`config.mk`:
```
export PLATFORM = sky130hd
export DESIGN_NAME = time_keeper_ar
export DESIGN_NICKNAME = d
export VERILOG_FILES = /design/src/rtl/time_keeper_ar.sv
export SDC_FILE = /design/constraint.sdc
export NUM_CORES = 1
export LEC_CHECK = 0
export CORE_MARGIN = 2
export CORE_UTILIZATION = 54
export CTS_CLUSTER_DIAMETER = 120
export DETAILED_ROUTE_END_ITERATION = 8
export HOLD_SLACK_MARGIN = 0.03
export PLACE_DENSITY = 0.8
export SYNTH_ARGS = -nofsm -noshare
export SYNTH_HDL_FRONTEND = slang
export SYNTH_SLANG_ARGS = --single-unit
```
`constraint.sdc`:
```
create_clock -name i_clk -period 3.55 [get_ports i_clk]
set_input_delay 0.8875 -clock i_clk [delete_from_list [all_inputs] [get_ports i_clk]]
set_output_delay 0.8875 -clock i_clk [all_outputs]
set_load 0.01 [all_outputs]
```
`src/rtl/time_keeper_ar.sv`:
```
// time_keeper_ar: day/hour/minute/second keeper driven by the system clock.
// Set mode steps each field in either direction, with per-button auto-repeat.
// Also provides a 12-hour display hour, a PM flag and a one-clock seconds strobe.
// Optional alarm compare is enabled by defining TIME_KEEPER_ALARM_EN.
module time_keeper_ar #(
    parameter int unsigned G_CLK_FREQ = 20000,
    parameter int unsigned G_BTN_INIT = 20000,
    parameter int unsigned G_BTN_HOLD = 5000
) (
    input  logic       i_clk,
    input  logic       i_reset,
    input  logic       i_set_time_n,
    input  logic       i_dir,
    input  logic       i_incr_day_n,
    input  logic       i_incr_hr_n,
    input  logic       i_incr_min_n,
`ifdef TIME_KEEPER_ALARM_EN
    input  logic [4:0] i_alarm_hour,
    input  logic [5:0] i_alarm_minute,
    input  logic [6:0] i_alarm_days,
`endif
    output logic [6:0] o_day,
    output logic [4:0] o_hour,
    output logic [3:0] o_hour_12,
    output logic       o_pm,
    output logic [5:0] o_minute,
    output logic [5:0] o_second,
    output logic       o_sec_tick,
    output logic       o_setting,
    output logic       o_alarm
);

    localparam int unsigned DIV_W   = $clog2(G_CLK_FREQ);
    localparam int unsigned CNT_MAX = (G_BTN_INIT > G_BTN_HOLD) ? G_BTN_INIT : G_BTN_HOLD;
    localparam int unsigned CNT_W   = $clog2(CNT_MAX + 1);

    localparam logic [DIV_W-1:0] DIV_LAST  = DIV_W'(G_CLK_FREQ - 1);
    localparam logic [CNT_W-1:0] INIT_LAST = CNT_W'(G_BTN_INIT - 1);
    localparam logic [CNT_W-1:0] HOLD_LAST = CNT_W'(G_BTN_HOLD - 1);

    // Synchroniser bit order: {set_time_n, dir, day_n, hr_n, min_n}.
    // Reset loads the idle panel levels so no step or set mode is seen out of reset.
    localparam logic [4:0] SYNC_IDLE = 5'b10111;

    typedef enum logic [1:0] {
        BTN_IDLE,
        BTN_FIRST,
        BTN_REPEAT
    } btn_state_t;

    logic [4:0]       sync1;
    logic [4:0]       sync2;
    logic             set_mode;
    logic             dir_dec;
    logic [2:0]       pressed;
    logic [2:0]       step;

    logic [DIV_W-1:0] div_q;
    logic [DIV_W-1:0] div_d;
    logic             tick_d;
    logic [5:0]       sec_d;
    logic [5:0]       min_d;
    logic [4:0]       hr_d;
    logic [6:0]       day_d;
`ifdef TIME_KEEPER_ALARM_EN
    logic             alarm_d;
`endif

    function automatic logic [3:0] to_12h(input logic [4:0] h);
        if (h == 5'd0)
            return 4'd12;
        else if (h <= 5'd12)
            return h[3:0];
        else
            return 4'(h - 5'd12);
    endfunction

    // Two-stage synchronisers for all five front-panel inputs
    always_ff @(posedge i_clk or posedge i_reset) begin
        if (i_reset) begin
            sync1 <= SYNC_IDLE;
            sync2 <= SYNC_IDLE;
        end else begin
            sync1 <= {i_set_time_n, i_dir, i_incr_day_n, i_incr_hr_n, i_incr_min_n};
            sync2 <= sync1;
        end
    end

    assign set_mode = ~sync2[4];
    assign dir_dec  = sync2[3];
    assign pressed  = ~sync2[2:0];

    // Index 0 = minute, 1 = hour, 2 = day
    for (genvar b = 0; b < 3; b++) begin : g_btn
        btn_state_t       state_q;
        btn_state_t       state_d;
        logic [CNT_W-1:0] cnt_q;
        logic [CNT_W-1:0] cnt_d;
        logic             step_b;

        // Auto-repeat state and interval counter register
        always_ff @(posedge i_clk or posedge i_reset) begin
            if (i_reset) begin
                state_q <= BTN_IDLE;
                cnt_q   <= '0;
            end else begin
                state_q <= state_d;
                cnt_q   <= cnt_d;
            end
        end

        // Auto-repeat next state: step on press, after the initial delay, then every hold period
        always_comb begin
            state_d = state_q;
            cnt_d   = cnt_q;
            step_b  = 1'b0;
            if (!set_mode || !pressed[b]) begin
                state_d = BTN_IDLE;
                cnt_d   = '0;
            end else begin
                case (state_q)
                    BTN_IDLE: begin
                        step_b  = 1'b1;
                        state_d = BTN_FIRST;
                        cnt_d   = '0;
                    end
                    BTN_FIRST: begin
                        if (cnt_q == INIT_LAST) begin
                            step_b  = 1'b1;
                            state_d = BTN_REPEAT;
                            cnt_d   = '0;
                        end else begin
                            cnt_d = cnt_q + CNT_W'(1);
                        end
                    end
                    BTN_REPEAT: begin
                        if (cnt_q == HOLD_LAST) begin
                            step_b = 1'b1;
                            cnt_d  = '0;
                        end else begin
                            cnt_d = cnt_q + CNT_W'(1);
                        end
                    end
                    default: begin
                        state_d = BTN_IDLE;
                        cnt_d   = '0;
                    end
                endcase
            end
        end

        assign step[b] = step_b;
    end

    // Next time value: field stepping in set mode, divider and carry chain in run mode
    always_comb begin
        div_d  = div_q;
        tick_d = 1'b0;
        sec_d  = o_second;
        min_d  = o_minute;
        hr_d   = o_hour;
        day_d  = o_day;
`ifdef TIME_KEEPER_ALARM_EN
        alarm_d = 1'b0;
`endif
        if (set_mode) begin
            div_d = '0;
            sec_d = '0;
            if (step[0]) begin
                if (dir_dec)
                    min_d = (o_minute == 6'd0) ? 6'd59 : o_minute - 6'd1;
                else
                    min_d = (o_minute == 6'd59) ? 6'd0 : o_minute + 6'd1;
            end
            if (step[1]) begin
                if (dir_dec)
                    hr_d = (o_hour == 5'd0) ? 5'd23 : o_hour - 5'd1;
                else
                    hr_d = (o_hour == 5'd23) ? 5'd0 : o_hour + 5'd1;
            end
            if (step[2]) begin
                if (dir_dec)
                    day_d = {o_day[0], o_day[6:1]};
                else
                    day_d = {o_day[5:0], o_day[6]};
            end
        end else if (div_q == DIV_LAST) begin
            div_d  = '0;
            tick_d = 1'b1;
            if (o_second == 6'd59) begin
                sec_d = '0;
                if (o_minute == 6'd59) begin
                    min_d = '0;
                    if (o_hour == 5'd23) begin
                        hr_d  = '0;
                        day_d = {o_day[5:0], o_day[6]};
                    end else begin
                        hr_d = o_hour + 5'd1;
                    end
                end else begin
                    min_d = o_minute + 6'd1;
                end
`ifdef TIME_KEEPER_ALARM_EN
                alarm_d = (hr_d == i_alarm_hour) && (min_d == i_alarm_minute) &&
                          ((day_d & i_alarm_days) != 7'd0);
`endif
            end else begin
                sec_d = o_second + 6'd1;
            end
        end else begin
            div_d = div_q + DIV_W'(1);
        end
    end

    // Time, display and strobe registers
    always_ff @(posedge i_clk or posedge i_reset) begin
        if (i_reset) begin
            div_q      <= '0;
            o_sec_tick <= 1'b0;
            o_second   <= '0;
            o_minute   <= '0;
            o_hour     <= '0;
            o_day      <= 7'b0000001;
            o_hour_12  <= 4'd12;
            o_pm       <= 1'b0;
            o_setting  <= 1'b0;
        end else begin
            div_q      <= div_d;
            o_sec_tick <= tick_d;
            o_second   <= sec_d;
            o_minute   <= min_d;
            o_hour     <= hr_d;
            o_day      <= day_d;
            o_hour_12  <= to_12h(hr_d);
            o_pm       <= (hr_d >= 5'd12);
            o_setting  <= set_mode;
        end
    end

`ifdef TIME_KEEPER_ALARM_EN
    // Alarm pulse register, aligned with the seconds strobe
    always_ff @(posedge i_clk or posedge i_reset) begin
        if (i_reset)
            o_alarm <= 1'b0;
        else
            o_alarm <= alarm_d;
    end
`else
    assign o_alarm = 1'b0;
`endif

endmodule

```
## Yosys cells after proc, flatten, opt, wreduce, memory -nomap -nowiden

Index checks and enable logic that the tools add are counted.

- Memories: 0
- Logic and storage cells: 140
- Bits in writable memories: 0
- Latch bits: 0
- Output and inout port bits: 32
- Register bits: 107
- Input bits: 7
- Bits in read-only memories: 0

- Muxes and demuxes: 64
- Reductions and logical operators: 19
- Multipliers: 0
- Add/sub/neg operators: 10
- Eq/ne operators: 26
- Order comparisons: 2
- Divide/modulo/power cells: 0
- Bitwise operators: 2
- Shift-type cells: 0

Operators by type and width:

| cell | number |
|---|---|
| 15-bit two-way mux | 11 |
| 15-bit case mux with 2 select lines | 3 |
| 15-bit by 1-bit adder with 15-bit output, second input constant | 4 |
| 15-bit equality test, second input constant | 4 |
| 6-bit two-way mux | 10 |
| 7-bit two-way mux | 7 |
| 15-bit by 13-bit equality test with 1-bit output, second input constant | 3 |
| 5-bit two-way mux | 8 |
| 2-bit case mux with 3 select lines | 3 |
| 6-bit by 1-bit adder with 6-bit output, second input constant | 2 |
| 6-bit equality test, second input constant | 2 |
| 2-bit two-way mux | 6 |
| 1-bit two-way mux | 11 |
| 5-bit logical NOT | 2 |
| 3-bit != test, second input constant | 3 |
| 1-bit case mux with 3 select lines | 3 |
| 4-bit two-way mux | 2 |
| 2-bit by 1-bit != test with 1-bit output, second input constant | 4 |
| 2-bit by 1-bit equality test with 1-bit output, second input constant | 3 |
| 2-bit equality test, second input constant | 3 |
| 2-bit logical NOT | 3 |
| 6-bit logical NOT | 1 |
| 2-bit != test, second input constant | 3 |
| 2-bit AND reduction | 3 |
| 14 further kinds | 19 |

## Depth between registers and ports, before layout

- Depth in word-level cells: 9
- Depth in mapped cells: 12
- Depth with buffers taken out: 12

## Worst setup path after synthesis

OpenSTA, ideal clock, no wires.

- Kind: register -> register
- Start: register g_btn[1].cnt_q[6]
- End: register o_hour_12[3]
- Path buffers: 0
- Period minus slack after synthesis: 2799 ps
- Cell stages (with the launch flop): 11
- Library setup time: 86 ps
- Arrival time: 2713 ps
- Required time: 3464 ps
- Slack: 751 ps
- Cells stage by stage: dfrtp_1 -> or4b_4 -> o41ai_2 -> a21o_4 -> and2_2 -> a211o_2 -> inv_1 -> ha_1 -> or2_2 -> a311oi_1 -> nor3_1

- Longest elaborated chain between the ends: 9
- Elaborated cells between the ends (all ways): 13
- Classes of those cells: add/sub: 1; order compare: 1; eq/ne: 2; mux: 8; reduce/logical: 1

Ends and longest elaborated chain:

| element | RTL line | RTL |
|---|---|---|
| start: declaration | 97 | `logic [CNT_W-1:0] cnt_q;` |
| start signal: assignment | 108 | `cnt_q <= cnt_d;` |
| 15-bit by 13-bit equality test with 1-bit output / 15-bit equality test (equally long branches) | 137, 128 |  |
| 1-bit two-way mux, on equally long branches | 137, 128 |  |
| 1-bit case mux with 3 select lines * | 121 | `case (state_q)` |
| 1-bit two-way mux * | 117 | `if (!set_mode \|\| !pressed[b]) begin` |
| 5-bit two-way mux * | 175 | `if (step[1]) begin` |
| 5-bit two-way mux * | 166 | `if (set_mode) begin` |
| via hr_d[3] | 63 | `logic [4:0] hr_d;` |
| 4-bit subtractor / 5-bit by 4-bit less-or-equal comparator with 1-bit output (equally long branches) | 75, 72 |  |
| 4-bit two-way mux | 72 | `else if (h <= 5'd12)` |
| 4-bit two-way mux * | 70 | `if (h == 5'd0)` |
| end signal: assignment | 234 | `o_hour_12 <= to_12h(hr_d);` |
| end: declaration | 24 | `output logic [3:0] o_hour_12,` |

The timed path passes the listed nets; every way through them passes the cells marked *.
A chain may end at the register's enable or synchronous reset.

## Worst setup path after layout

- Start: register g_btn[1].cnt_q[6]
- End: register o_hour_12[3]

- Longest elaborated chain between the ends: 9
- Elaborated cells between the ends (all ways): 13
- Classes of those cells: add/sub: 1; order compare: 1; eq/ne: 2; mux: 8; reduce/logical: 1

Ends and longest elaborated chain:

| element | RTL line |
|---|---|
| 15-bit by 13-bit equality test with 1-bit output / 15-bit equality test (equally long branches) | 137, 128 |
| 1-bit two-way mux, on equally long branches | 137, 128 |
| 1-bit case mux with 3 select lines * | 121 |
| 1-bit two-way mux * | 117 |
| 5-bit two-way mux * | 175 |
| 5-bit two-way mux * | 166 |
| 4-bit subtractor / 5-bit by 4-bit less-or-equal comparator with 1-bit output (equally long branches) | 75, 72 |
| 4-bit two-way mux | 72 |
| 4-bit two-way mux * | 70 |

Mark *: on every way between the ends. The rest lies on a longest branch, timed or not.

==> metrics.log <==
INFO  metric layout.filler_cells = 889
INFO  metric clkTransAtPathRegs = 100 ps
INFO  metric timing.setup.tns = 0 ps
INFO  metric synth-async-reset-ratio = 100%
INFO  metric worst-path-max-fanout = 5
INFO  metric routed_wire_length = 11600 um
INFO  metric synth.yosys.seq_area_share = 45.8%
INFO  metric synth_edf_count = 0
INFO  metric route.layer.met1.wl = 5290 um
INFO  metric mostFrequentLayoutCell = dfrtp_1
INFO  metric root_buffer = clkbuf_8
INFO  metric routedWlPerCell = 14.7 um
INFO  metric number_of_distinct_library_cells_after_synthesis = 73
INFO  metric max-vdd-ir-drop = 0.000401 V
INFO  metric vias_per_cell = 5.72
INFO  metric cts_sinks = 107
INFO  metric worst_slew_margin_relative_to_its_limit = 33.0%
INFO  metric min-delay-path-class = register to register
INFO  metric grt_use_total = 21.6%
INFO  metric cp.arrival = 3390 ps
INFO  metric dominant_delay_contributor_by_cell_family_on_the_critical_path = simple AND/OR/NAND/NOR gates
INFO  metric unrepaired_setup_endpoints_after_global_routing = no
INFO  metric post-synth-top-area-cell = dfrtp_1
INFO  metric routed.top_layer = met4
INFO  metric vias_in_the_first_global_route = 4431
INFO  metric gr-total-overflow = 0
INFO  metric place.port_buffers = 37
INFO  metric htree_num_levels = 3
INFO  metric ys_ff_latch = 107
INFO  metric clock.fmax = 0.326 GHz
INFO  metric synthesis.nets = 652
INFO  metric maximum_number_of_pins_on_one_net_before_global_route_repair = 93
INFO  metric min_period_over_period = 86.3%
INFO  metric initial_utilization = 54.7%
INFO  metric synth_top_flop_cell = dfrtp_1
INFO  metric design.portCount = 39
INFO  metric placement_rows = 38
INFO  metric postCtsResizedCells = 0
INFO  metric cp_slowest_stage_delay = 580 ps
INFO  metric ys.warnings.count = 0
INFO  metric netlist_instances = 617
INFO  metric pins_over_slew_limit = 0
INFO  metric first_iteration_detailed_routing_drc_count = 343
INFO  metric drc_errors = 0
INFO  metric floorplan.die.width = 108 um
INFO  metric worstPathCellList = or4b_4 > o41ai_2 > and3_2 > nor2_1 > xor2_2 > inv_1 > ha_1 > or2_2 > a311oi_1 > nor3_1
INFO  metric layout.cells.most_common_list = 96 x dfrtp_1, 84 x nor2_1, 64 x nand2_1
INFO  metric total_die_area = 0.0117 sq mm
INFO  metric hold_path.startpoint = sync1[2]$_DFF_PP1_
INFO  metric tritoncts.num_buffers = 9
INFO  metric fin_util = 61.2%
INFO  metric grt_pass1_wl = 20200 um
INFO  metric core_area = 0.0107 sq mm
INFO  metric required_worst_endpoint = 3870 ps
INFO  metric synth_area_per_cell = 9.53 sq um
INFO  metric met2WireLength = 5610 um
INFO  metric met3_wirelength = 549 um
INFO  metric crit_start = g_btn[1].cnt_q[6]$_DFF_PP0_
INFO  metric die_y = 108 um
INFO  metric final-seq-area = 0.00269 sq mm
INFO  metric crit-reg2reg-launch = g_btn[1].cnt_q[6]$_DFF_PP0_
INFO  metric run_status = finished, final reports clean
INFO  metric antenna_found_initial = 0
INFO  metric netlist_top_cells_area = dfrtp_1 41%, ha_1 6.0%, nor2_1 5.4%
INFO  metric ctsLongestPathBuffers = 2
INFO  metric netlist.area_leader.share = 40.9%
INFO  metric via_count = 4524
INFO  metric cts_tree = built
INFO  metric worst_path_max_delay_cell = or4b_4
INFO  metric worstSetupStartpointType = register
INFO  metric antenna_cells_inserted = 0
INFO  metric pwr_per_cell_area = 477 mW/mm^2
INFO  metric skew = 16.0 ps
INFO  metric worstMarginPinSlew = 1000 ps
INFO  metric cts-hold-fix-buffers = 0
INFO  metric worst_setup_path_end_kind = register
INFO  metric leakage_power_summed_over_all_cells = 2.82 nW
INFO  metric multiInputGateArea = 0.00295 sq mm
INFO  metric mapped_cell_area = 0.00588 sq mm
INFO  metric detail-route-antenna-nets = 0
INFO  metric cts_post_setup_buffers_inserted = 0
INFO  metric drive_above_1_share = 8.91%
INFO  metric clock_insertion_delay_worst_skew = 390 ps
INFO  metric routabilityCongestion = 0.890
INFO  metric type_of_the_worst_setup_path = register to register
INFO  metric fin_crit = 3070 ps
INFO  metric first_pass_iters = 5
INFO  metric synthToLayoutAreaGrowth = 12.0%
INFO  metric post-dp-hpwl = 8140 um
INFO  metric critical_path.n_buffers_inverters = 1
INFO  metric final_hold_viol_count = 0
INFO  metric maxCapViolCount = 0
INFO  metric setup-violations-final = 0
INFO  metric finish.net_count = 681
## where the power goes
part / total, W / internal [W] / switching [W]
clock network: 0.000821 / 0.000417 / 0.000404
logic: 0.000818 / 0.000391 / 0.000427
registers: 0.00150 / 0.00132 / 0.000175
## flip-flops by register name, indices dropped and copies added, names as in the netlist, 4 cells and up
| register | cells |
|---|---|
| g_btn.cnt_q | 45 |
| div_q | 15 |
| o_day | 7 |
| g_btn.state_q | 6 |
| o_minute | 6 |
| o_second | 6 |
| o_hour | 5 |
| sync1 | 5 |
| sync2 | 5 |
| o_hour_12 | 4 |
## cells by family after synthesis
family | Yosys count | share of synthesized area, %
multiplexers | 17 | 3.11
adder cells (fa/ha/maj) | 28 | 5.96
buffers and inverters | 57 | 4.02
other | 1 | 0.0638
AND/OR/NAND/NOR | 275 | 23.9
flip-flops | 107 | 45.8
XOR/XNOR | 49 | 7.43
AO/OA/AOI/OAI | 83 | 9.75
## per-stage QoR
step | setup WS [ps] | instance area (sq um) | total power [W] | instances | hold WS (ps)
after floorplan | 751 | 5880 | 0.00201 | 617 | 331
after global placement | 646 | 6360 | 0.00230 | 775 | 347
after detailed placement | 529 | 6360 | 0.00233 | 775 | 347
after CTS | 508 | 6580 | 0.00317 | 791 | 346
after global routing | 351 | 6580 | 0.00333 | 791 | 340
final | 485 | 6580 | 0.00314 | 791 | 345
## Yosys cell counts (7+ instances only)
cell	count
a21oi_1	21
a31oi_1	9
and3_1	16
clkbuf_1	18
dfrtp_1	96
dfstp_2	11
ha_1	28
inv_1	31
mux2_2	9
mux2i_1	7
nand2_1	64
nand3_1	27
nand4_1	14
nor2_1	84
nor3_1	15
o21ai_0	15
xnor2_1	17
xor2_1	31
## area by class of cell
cell class	instances	area share, %
Sequential cell	107	40.9
Inverter	34	2.00
Multi-Input combinational cell	453	44.8
Timing Repair Buffer	41	6.27
Clock buffer	12	2.21
Clock inverter	4	1.14
Tap cell	140	2.66
## final timing paths
kind / end / slack, ps / cells after the start
setup reg to reg: o_hour_12[3]$_DFF_PP1_ / 480 / 10
min in group asynchronous: g_btn[0].cnt_q[2]$_DFF_PP0_ / 830 / 2
max in group asynchronous: sync1[2]$_DFF_PP1_ / 1930 / 3
hold / removal: sync2[2]$_DFF_PP1_ / 340 / 0
setup / recovery: o_hour_12[3]$_DFF_PP1_ / 480 / 10
hold reg to reg: sync2[2]$_DFF_PP1_ / 340 / 0
## metal layers
layer	vias to the layer above	track usage (%)
met2	119	34.9
met1	2196	28.4
met3	13	5.36
met5	-	0
met4	0	7.51
li1	2196	-
## worst register-to-register path: cells and delay by family (launching register included)
kind / cells / cell delay, ps
AOI/OAI and AO/OA: 2 / 740
xor gates and xnor gates: 1 / 260
adders and majority gates: 1 / 220
buffers and inverters: 1 / 100
DFF: 1 / 430
and+or+nand+nor: 5 / 1260
(Power assumes the default switching activity.)
